<file path="config.mk">
export PLATFORM = sky130hd
export DESIGN_NAME = cacheline_adaptor_param
export DESIGN_NICKNAME = d
export VERILOG_FILES = /design/src/rtl/cacheline_adaptor_param.sv
export SDC_FILE = /design/constraint.sdc
export NUM_CORES = 1
export LEC_CHECK = 0
export CAP_MARGIN = 10
export CORE_AREA = 2 2 273 275
export CTS_BUF_LIST = sky130_fd_sc_hd__clkbuf_8
export DETAILED_ROUTE_END_ITERATION = 8
export DIE_AREA = 0 0 275 277
export SYNTH_ARGS = -nofsm -noshare
export SYNTH_HDL_FRONTEND = slang
export SYNTH_SLANG_ARGS = --single-unit
</file>
<file path="constraint.sdc">
create_clock -name clk -period 61.8 [get_ports clk]
set_input_delay 15.45 -clock clk [delete_from_list [all_inputs] [get_ports clk]]
set_output_delay 15.45 -clock clk [all_outputs]
set_load 0.05 [all_outputs]
</file>
<file path="src/rtl/cacheline_adaptor_param.sv">
// Cache-line to pmem burst bridge: one LINE_W request becomes LINE_W/BURST_W pmem beats.
// Optional macro ADAPTOR_WRAP_EN selects critical-word-first beat order instead of linear.
module cacheline_adaptor_param #(
    parameter int LINE_W  = 256,
    parameter int BURST_W = 64,
    parameter int ADDR_W  = 32
) (
    input  logic               clk,
    input  logic               rst,
    input  logic               read_i,
    input  logic               write_i,
    input  logic [ADDR_W-1:0]  address_i,
    input  logic [LINE_W-1:0]  line_i,
    output logic [LINE_W-1:0]  line_o,
    output logic               resp_o,
    output logic               read_o,
    output logic               write_o,
    output logic [ADDR_W-1:0]  address_o,
    output logic [BURST_W-1:0] burst_o,
    input  logic [BURST_W-1:0] burst_i,
    input  logic               resp_i
);
    localparam int BEATS = LINE_W / BURST_W;
    localparam int CW    = $clog2(BEATS);
`ifdef ADAPTOR_WRAP_EN
    // Beat-aligned address: the bits just above the beat offset carry the start beat.
    localparam int ALO = $clog2(BURST_W / 8);
`else
    localparam int ALO = $clog2(LINE_W / 8);
`endif

    typedef enum logic [1:0] {IDLE, RD, WR, DONE} state_e;

    state_e                state_q, state_d;
    logic [CW-1:0]         beat_q, beat_d;
    logic [ADDR_W-1:ALO]   addr_q, addr_d;
    logic [LINE_W-1:0]     buf_q, buf_d;
    logic [LINE_W-1:0]     line_q, line_d;
    logic [CW-1:0]         slot;
    logic                  last_beat;
    logic                  unused_addr_lo;

    assign unused_addr_lo = ^address_i[ALO-1:0];

`ifdef ADAPTOR_WRAP_EN
    assign slot = beat_q + addr_q[ALO+CW-1:ALO];
`else
    assign slot = beat_q;
`endif
    assign last_beat = (beat_q == CW'(BEATS - 1));
    assign line_o    = line_q;

    always_comb begin
        state_d   = state_q;
        beat_d    = beat_q;
        addr_d    = addr_q;
        buf_d     = buf_q;
        line_d    = line_q;
        read_o    = 1'b0;
        write_o   = 1'b0;
        resp_o    = 1'b0;
        address_o = '0;
        burst_o   = '0;
        case (state_q)
            IDLE: begin
                if (write_i) begin
                    addr_d  = address_i[ADDR_W-1:ALO];
                    buf_d   = line_i;
                    beat_d  = '0;
                    state_d = WR;
                end else if (read_i) begin
                    addr_d  = address_i[ADDR_W-1:ALO];
                    beat_d  = '0;
                    state_d = RD;
                end
            end
            RD: begin
                read_o    = 1'b1;
                address_o = {addr_q, {ALO{1'b0}}};
                if (resp_i) begin
                    for (int b = 0; b < BEATS; b++) begin
                        if (slot == CW'(b)) buf_d[b*BURST_W +: BURST_W] = burst_i;
                    end
                    beat_d = beat_q + 1'b1;
                    // line_o only changes once a whole line has arrived
                    if (last_beat) begin
                        line_d  = buf_d;
                        state_d = DONE;
                    end
                end
            end
            WR: begin
                write_o   = 1'b1;
                address_o = {addr_q, {ALO{1'b0}}};
                for (int b = 0; b < BEATS; b++) begin
                    if (slot == CW'(b)) burst_o = buf_q[b*BURST_W +: BURST_W];
                end
                if (resp_i) begin
                    beat_d = beat_q + 1'b1;
                    if (last_beat) state_d = DONE;
                end
            end
            DONE: begin
                resp_o  = 1'b1;
                state_d = IDLE;
            end
            default: state_d = IDLE;
        endcase
    end

    always_ff @(posedge clk or posedge rst) begin
        if (rst) begin
            state_q <= IDLE;
            beat_q  <= '0;
            addr_q  <= '0;
            buf_q   <= '0;
            line_q  <= '0;
        end else begin
            state_q <= state_d;
            beat_q  <= beat_d;
            addr_q  <= addr_d;
            buf_q   <= buf_d;
            line_q  <= line_d;
        end
    end
endmodule
</file>
==> flow_metrics.env <==
export IMPL_finalWirelength_mm=100
export IMPL_yosysMostFrequentCell="dfrtp_1"
export IMPL_tightest_slew_ps=1150
export IMPL_dp_worst_setup_slack_ps=41860
export IMPL_critPathLaunch="beat_q[0]$_DFFE_PP0P_"
export IMPL_grtUsageTotal_pct=25.8
export IMPL_min_period_ps=20610
export IMPL_clockPowerShare_pct=14.9
export IMPL_final_max_slew_violation_count=0
export IMPL_synthTopCellsByCount="543 x dfrtp_1, 316 x a21oi_1, 260 x nand2_1"
export IMPL_dp_hpwl_mm=65.6
export IMPL_synth_avg_cell_area_um2=9.96
export IMPL_skew_ps=49.4
export IMPL_hp_class="register to register"
export IMPL_synth_area_um2=27500
export IMPL_io_buffers=701
export IMPL_drc=0
export IMPL_reg2reg_depth=7
export IMPL_rows=100
export IMPL_syn_to_final_growth_pct=34.2
export IMPL_numCtsBuffers=99
export IMPL_synth_area_leader_cell="dfrtp_1"
export IMPL_ir_worst_vdd_v=0.0000362
export IMPL_grt_max_degree=205
export IMPL_critPathCapture="burst_o[21]"
export IMPL_clock_latency_ps=700
export IMPL_r2r_slack_ps=57000
export IMPL_critPathKind="register to primary output"
export IMPL_synth_area_leaders="dfrtp_1 49%, o22a_1 8.1%, mux2i_1 7.2%, a21oi_1 5.8%, mux2_2 3.8%"
export IMPL_nets=3709
export IMPL_core_area_um2=73600
export IMPL_cts_sinks=543
export IMPL_status="completed"
export IMPL_detail_route_wl_per_cell_um=22.8
export IMPL_p_sw_share_pct=48.4
export IMPL_die_w_um=275
export IMPL_synth_edf_count=0
export IMPL_max_cap_viol_count=0
export IMPL_clockBufferDepth=3
export IMPL_viasPerCell=5.45
export IMPL_final_antenna_net_count=0
export IMPL_synth_cell_types=36
export IMPL_vias=24000
export IMPL_p_int_mw=1.24
export IMPL_finalHoldViolCount=0
export IMPL_worst_ep_required_time_ps=46350
export IMPL_leakagePower_nw=15.4
export IMPL_startpoint_type="register"
export IMPL_crit_arrival_ps=5160
export IMPL_gp_congestion=0.852
export IMPL_synthCells=2758
export IMPL_fin_crit_sh_pct=33.3
export IMPL_die_y_um=277
export IMPL_yosys_most_used_dff="dfrtp_1"
export IMPL_cts_resized=0
export IMPL_finalSetupViolCount=0
export IMPL_cts_tree="yes"
export IMPL_comb_power_share_pct=58.8
export IMPL_start_util_pct=37.3
export IMPL_path_clk_slew_ps=60
export IMPL_switchingPower_mw=1.16
export IMPL_drt_iter0_drc=1703
export IMPL_end_kind="primary output"
export IMPL_crit_path_max_fanout=66
export IMPL_async_flop_share_pct=100
export IMPL_pin_count=712
export IMPL_hold_buffers=0
export IMPL_power_frac_seq_pct=26.3
export IMPL_grt_pass1_wl_mm=152
export IMPL_yosysSeqAreaShare_pct=49.5
export IMPL_slew_headroom_pct=23.6
export IMPL_grt_overflow_total=0
export IMPL_antenna_found_initial=32
export IMPL_yosys_warnings=0
export IMPL_drt_pass1_iter_count=6
export IMPL_powerDensity_nw_per_um2=65.1
export IMPL_cts_htree_levels=3
export IMPL_die_area_um2=76200
export IMPL_setup_tns_final_ps=0
export IMPL_layout_setup_ws_ps=41190
export IMPL_r2r_end="line_o[238]$_DFFE_PP0P_"
export IMPL_grt_pass1_vias=24600
export IMPL_cts_root_buf="clkbuf_8"
export IMPL_rsz0062_at_grt="false"
export IMPL_drive_above_1_share_pct=8.17
export IMPL_postCtsSetupBuffers=0
export IMPL_fillers=6841
export IMPL_max_freq_mhz=48.5
export IMPL_crit_reg2reg_launch="beat_q[0]$_DFFE_PP0P_"
export IMPL_ys_ff_latch=543
export IMPL_yosysTopAreaCellShare_pct=49.5
## cell families after synthesis
logic type	after synthesis	synth area share, %
adder cells (fa/ha/maj)	11	0.501
other	1	0.0137
flip-flops	543	49.5
multiplexers	290	11.0
buffers and inverters	327	5.86
AO/OA/AOI/OAI	901	21.7
AND/OR/NAND/NOR	685	11.4
## how the worst min path moves through the flow
stage | startpoint | end | cells past startpoint
after floorplan | buf_q[192]$_DFFE_PP0P_ | buf_q[192]$_DFFE_PP0P_ | 1
after global placement | line_o[189]$_DFFE_PP0P_ | line_o[189]$_DFFE_PP0P_ | 2
after detailed placement | line_o[124]$_DFFE_PP0P_ | line_o[124]$_DFFE_PP0P_ | 2
after CTS | line_o[102]$_DFFE_PP0P_ | line_o[102]$_DFFE_PP0P_ | 2
after global routing | line_o[188]$_DFFE_PP0P_ | line_o[188]$_DFFE_PP0P_ | 2
final | line_o[124]$_DFFE_PP0P_ | line_o[124]$_DFFE_PP0P_ | 2
## through the flow
step / power (mW) / hold slack [ps] / area (µm²) / instances / utilization [%]
finish: 2.40 / 477 / 36800 / 4401 / 50.1
global route: 2.53 / 499 / 36800 / 4399 / 50.1
CTS: 2.41 / 482 / 36800 / 4383 / 50.0
detailed placement: 2.05 / 469 / 34800 / 4209 / 47.3
global placement: 2.02 / 462 / 34800 / 4209 / 47.3
floorplan: 1.60 / 460 / 27500 / 2762 / -
## routing by layer
| metal | vias up | wire [µm] | global-route usage (%) |
|---|---|---|---|
| met3 | 195 | 8270 | 7.37 |
| met2 | 819 | 48100 | 41.8 |
| met1 | 12000 | 40600 | 32.2 |
| met5 | - | 149 | 0 |
| li1 | 11000 | - | - |
| met4 | 22 | 3170 | 10.2 |
## layout make-up
type	count	area [µm²]	area share, %
timing repair buffer	734	7310	19.8
clock inverter	49	320	0.869
sequential	543	13600	36.9
multi-input combinational	1892	12400	33.6
clock buffer	125	1720	4.67
tap	969	1210	3.29
antenna	18	45.0	0.122
inverter	71	274	0.744
## state kept, by name, summed over array words and instances, names as in the netlist
register and count:
line_o 256, beat_q 2, state_q 2, addr_q 27, buf_q 256
## worst max-delay path, stage by stage (launching register included)
cell             delay (ps)
dfrtp_1                 450
inv_1                   250
ha_4                    450
buf_4                   620
buf_4                   850
nand3b_1                140
a221o_1                 320
a21boi_0                350
clkdlybuf4s50_1         980
## power groups by stage
stage	clock [mW]	combinational, mW	sequential (mW)
floorplan	0	0.739	0.865
global placement	0	1.39	0.628
detailed placement	0	1.41	0.636
CTS	0.366	1.42	0.631
global route	0.382	1.50	0.653
finish	0.356	1.41	0.631
## cells in the final DEF, fill, tap and decap left out, types with 3 or more instances in the layout
cell type	netlist	layout
clkdlybuf4s50_1	0	701
dfrtp_1	543	543
a21oi_1	316	316
nand2_1	260	260
nor2_1	254	254
o22a_1	253	253
mux2i_1	197	197
o21ai_0	194	194
clkbuf_8	0	125
inv_1	71	105
mux2_2	92	92
nor2b_1	71	71
nand3b_1	64	64
a221o_1	64	64
a21boi_0	64	64
buf_4	12	29
and2_1	27	27
diode_2	0	18
clkinv_2	0	7
ha_4	0	6
ha_1	11	5
conb_1	1	5
nor3_4	4	4
inv_8	0	4
bufinv_16	0	4
buf_12	0	4
a31oi_1	3	3
(Power assumes the default switching activity.)
==> edit 1 (same flow settings) <==
Reset style: synchronous (`rst`), changed in one clocked block.
--- a/src/rtl/cacheline_adaptor_param.sv
+++ b/src/rtl/cacheline_adaptor_param.sv
@@ -110,3 +110,3 @@
 
-    always_ff @(posedge clk or posedge rst) begin
+    always_ff @(posedge clk) begin
         if (rst) begin
Behaviour: differs if rst is asserted again (counterexample within 4 cycles, from zero or initial values and one cycle with rst high); with rst held inactive, the same outputs for 4 cycles.
==> edit 1 against the original RTL <==
  * Design area fell by 6.4%
  * Sequential share of layout area fell by 5.4 points
  * Routed wire length fell by 2.0%
  * Sequential cell count did not move
  * Synthesized area fell by 8.4%
  * Global-route usage fell by 1.3 points
  * Register-to-register slack got worse by 0.20 ns
  * Setup slack improved by 0.080 ns
  * Critical endpoint is now burst_o[34]
  * Highest routed layer unchanged
Power is not compared: it rests on default switching activity, and its combinational part moved more than twofold at a synthesized area within 25%.
==> edit 1: results (changes against the original RTL) <==
| Metric | Value |
|---|---|
| Status | completed |
| Vias in the first global route | 22.16k (-10%) |
| DR vias | 23.87k (-0.48%) |
| Post-synthesis sequential area ratio | 43.20% (-6.3 points) |
| Hold Path End | addr_q[21] |
| FF+latch area | 10870 um2 (-20%) |
| Met3 GRT Util | 6.165% (-1.2 points) |
| Hold path start | addr_q[21] |
| Clock buffers | 126 (+0.80%) |
| Met1 global-route usage | 31.38% (-0.82 points) |
| Max FO, Critical Path | 51 (-23%) |
| Met2 Usage GRT | 38.93% (-2.9 points) |
| Synthesized area per cell | 8.614 um2 (-13%) |
| Synth top area cells | dfxtp_1, mux2i_1, a21oi_1, a211oi_1, a22o_1 |
| WP data arrival | 5.08 ns (-0.08 ns) |
| Share of cells above drive strength 1 | 5.233% (-2.9 points) |
| Hpwl dp | 63590 um (-3.1%) |
| Final std cells w/o fill | 4523 (+2.8%) |
| Clock buffers and inverters, area share | 5.852% (+0.31 points) |
| R2r endpoint | line_o[91] |
| Pre-CTS WS | 41.99 ns (+0.1248 ns) |
| Synth top cells by count | dfxtp_1, nor2_1, a21oi_1, a211oi_1, mux2i_1 |
| Antenna diode count | 19 (+1) |
| Antenna violations before repair | 26 (-19%) |
| Nets | 3823 (+3.1%) |
| Worst r2r src | beat_q[0] |
| Share of flip-flops with an asynchronous set or reset | 0% (-100 points) |
| Post-CTS Hold Buffers | 0 (unchanged) |
| Non-clock buffer share of cell area | 21.12% (+1.3 points) |
| Leakage power | 0.01208 uW |
| Final hold slack | 0.4484 ns (-0.02849 ns) |
| Fraction of area in multi-input gates | 37.14% (+3.6 points) |
| Routed WL per cell | 21.74 um (-4.6%) |
| Placed cell area | 32440 um2 (-6.7%) |
| Routability Congestion | 0.8359 (-1.9%) |
| Global Route Usage Sum | 24.49% (-1.3 points) |
| Inverters | 68 (-4.2%) |
| Worst Clk Skew | 0.03663 ns (-0.01278 ns) |
| Worst slew pin tran | 1.174 ns (+0.02835 ns) |
| Design area | 34510 um2 (-6.4%) |
| Filler instances | 7333 (+7.2%) |
| First drt pass iteration count | 7 (+1) |
| Multi-input comb cells | 2011 (+6.3%) |
| Ys flop type | dfxtp_1 |
| Iteration-0 DRC count of the detailed router | 1689 (-0.82%) |
| Non-clk bufs | 733 (-0.14%) |
| Synth cell types | 37 (+2.8%) |
| Flop2flop setup slack | 56.80 ns (-0.20 ns) |
==> edit 1: cell types whose count changed after synthesis, moves of 85 or more <==
cell      unedited run  this run
a22o_1               0       206
nor2_1             254       413
o22a_1             253         0
clkbuf_1           106       194
o21ai_0            194         3
mux2_2              92         1
dfxtp_1              0       543
dfrtp_1            543         0
a211oi_1             0       256
a21oi_1            316       401
==> edit 1: critical path: stages, from the launching register on <==
cell and delay, ns:
dfxtp_1 0.39, inv_1 0.19, ha_4 0.66, buf_4 0.72, buf_4 0.62, a21oi_1 0.08
a221o_1 0.33, a21boi_0 0.43, clkdlybuf4s50_1 0.93
==> edit 1: logic make-up (layout without fill, tap and decap cells) <==
family                     after synthesis  in the layout  share of synthesized area (%)
and+or+nand+nor                        737            737                          12.37
muxes                                  244            244                          9.712
other                                    1             24                        0.01490
AOI/OAI and AO/OA                     1015           1015                          27.91
DFF                                    543            543                          43.20
adders and majority gates               10             10                         0.4973
buffers and inverters                  371            981                          6.290
==> edit 1: report_power, final <==
part	internal [uW]	switching [uW]
Sequential	420	47.2
Combinational	229	368
Clock	187	161
Total	836	577
==> edit 1: metal layers <==
| metal | vias to the layer above | share of wire (%) |
|---|---|---|
| met5 | - | 0.088 |
| met4 | 14 | 3.4 |
| met3 | 188 | 7.2 |
| met2 | 771 | 46 |
| met1 | 11300 | 43 |
| li1 | 11590 | - |
==> edit 1: worst max-delay path by stage <==
stage | startpoint | endpoint | slack [ns] | cells after the start
floorplan | beat_q[1] | burst_o[10] | 43.73 | 7
global placement | beat_q[0] | burst_o[34] | 41.99 | 8
detailed placement | beat_q[0] | burst_o[34] | 41.99 | 8
CTS | beat_q[0] | burst_o[34] | 41.20 | 8
global route | beat_q[0] | burst_o[34] | 41.03 | 8
finish | beat_q[0] | burst_o[34] | 41.27 | 8
==> edit 2 (config.mk and constraints unchanged) <==
Without the edit above. Set the parameter `ADDR_W` to 64 (it was 32).
--- a/src/rtl/cacheline_adaptor_param.sv
+++ b/src/rtl/cacheline_adaptor_param.sv
@@ -5,3 +5,3 @@
     parameter int BURST_W = 64,
-    parameter int ADDR_W  = 32
+    parameter int ADDR_W  = 64
 ) (
Interface: changed (resized address_i and address_o); port bits go from 712 to 776. The function was not compared with the original's and may differ.
==> edit 2 against the original RTL <==
  * Synthesized area up 4.0%
  * Critical path type unchanged
  * Total power up 7.9%
  * Register-to-register slack better by 0.28 ns
  * Sequential cell count up 32
  * Clock power up 6.5%
  * Via count up 4.8%
  * Setup slack worse by 0.39 ns
  * Hold slack better by 0.0011 ns
  * Non-clock buffer count up 69
  * Clock skew down 0.012 ns
  * Design area up 5.8%
  * Combinational power up 9%
  * Largest power group unchanged
  * Routed wire length up 5.1%
  * Global-route usage up 1.2 points
==> edit 2: results (changes against the original RTL) <==
| Metric | Value |
|---|---|
| Worst slew pin tran | 1.246 ns (+0.1003 ns) |
| Synth cell types | 31 (-14%) |
| Crit path to | burst_o[41] |
| Leakage power | 0.01637 uW (+6.0%) |
| Reg2reg path depth | 6 (-1) |
| Synth top cells by count | dfrtp_1, a21oi_1, nand2_1, nor2_1, o22a_1 |
| Worst Clk Skew | 0.03765 ns (-0.01176 ns) |
| Nets | 3908 (+5.4%) |
| Critical path origin | beat_q[1] |
| Routability Congestion | 0.8922 (+4.7%) |
| WP data arrival | 5.54 ns (+0.38 ns) |
| Iteration-0 DRC count of the detailed router | 1634 (-4.1%) |
| Routed WL per cell | 23.03 um (+1.0%) |
| Filler instances | 6633 (-3.0%) |
| Synth top area cells | dfrtp_1, o22a_1, mux2i_1, a21oi_1, mux2_2 |
| Antenna violations before repair | 23 (-28%) |
| First-pass GRT wire length | 158300 um (+4.4%) |
| Vias in the first global route | 25.65k (+4.1%) |
| Flop2flop setup slack | 57.28 ns (+0.28 ns) |
| Clock buffer count from CTS | 106 (+7.1%) |
| Post-synthesis sequential area ratio | 50.37% (+0.88 points) |
| Status | completed |
| Largest net degree at the start of global routing | 206 (+0.49%) |
| R2r endpoint | line_o[224] |
| Share of cells above drive strength 1 | 9.296% (+1.1 points) |
| Global Route Usage Sum | 26.96% (+1.2 points) |
| Hpwl dp | 69970 um (+6.7%) |
| Hold path start | line_o[167] |
## edit 2: cell count changes after synthesis, moves of 3 or more
cell,unedited run,this run
clkbuf_1,106,142
and2_1,27,59
dfrtp_1,543,575
mux2_2,92,123
buf_6,28,0
buf_2,100,108
buf_4,12,5
a21oi_1,316,319
a31oi_1,3,0
## edit 2: cell families after synthesis
group           Yosys count  share of synthesized area, %
compound gates          900                         20.84
simple gates            717                         11.58
flops                   575                         50.37
buf+inv                 334                         4.927
mux                     321                         11.83
fa+ha+maj                10                        0.4380
other cells               1                       0.01313
## edit 2: area by class of cell
type | count | area share, %
diodes | 16 | 0.1027
repair buffers | 803 | 20.44
clock inverters | 52 | 0.7413
clock buffers | 140 | 4.942
multi-input cells | 1953 | 33.07
inverters | 70 | 0.6932
well taps | 969 | 3.110
flip-flops and latches | 575 | 36.90
## edit 2: power by group
| part | switching (uW) | internal, uW | leakage (uW) |
|---|---|---|---|
| Combinational | 979 | 562 | 0.00816 |
| Clock | 169 | 210 | 0.00128 |
| Sequential | 110 | 557 | 0.00693 |
## edit 2: critical path: cells and delay by family, from the launching register on
kind                     cells  cell delay, ns
flip-flops                   1            0.44
buffers and inverters        4            2.65
AO/OA/AOI/OAI                3            0.88
adder cells (fa/ha/maj)      1            0.73
## edit 2: worst min path at each step
stage | endpoint | slack (ns) | cells past startpoint
3_3_place_gp | line_o[168] | 0.46 | 2
6_report | line_o[167] | 0.48 | 2
5_1_grt | line_o[150] | 0.50 | 2
2_1_floorplan | buf_q[192] | 0.46 | 1
4_1_cts | line_o[159] | 0.48 | 2
3_5_place_dp | line_o[159] | 0.47 | 2
## edit 2: stage by stage
step	instances	util [%]	power, uW	area, um2	setup slack [ns]
after floorplan	2862	-	1708	28580	30.26
after global placement	4370	49.93	2187	36730	41.65
after detailed placement	4370	49.93	2213	36730	41.56
after CTS	4562	52.94	2601	38950	40.78
after global routing	4572	52.98	2728	38970	40.49
final	4578	53.00	2588	38990	40.81
## edit 2: routing by layer
layer	up-vias	GRT usage [%]	routed length (um)	part of all wire (%)
met5	-	0	136	0.13
met4	20	10.64	3665	3.5
met3	212	7.604	8466	8.0
met2	961	44.31	50600	48
met1	12510	33.35	42560	40
li1	11430	-	-	-
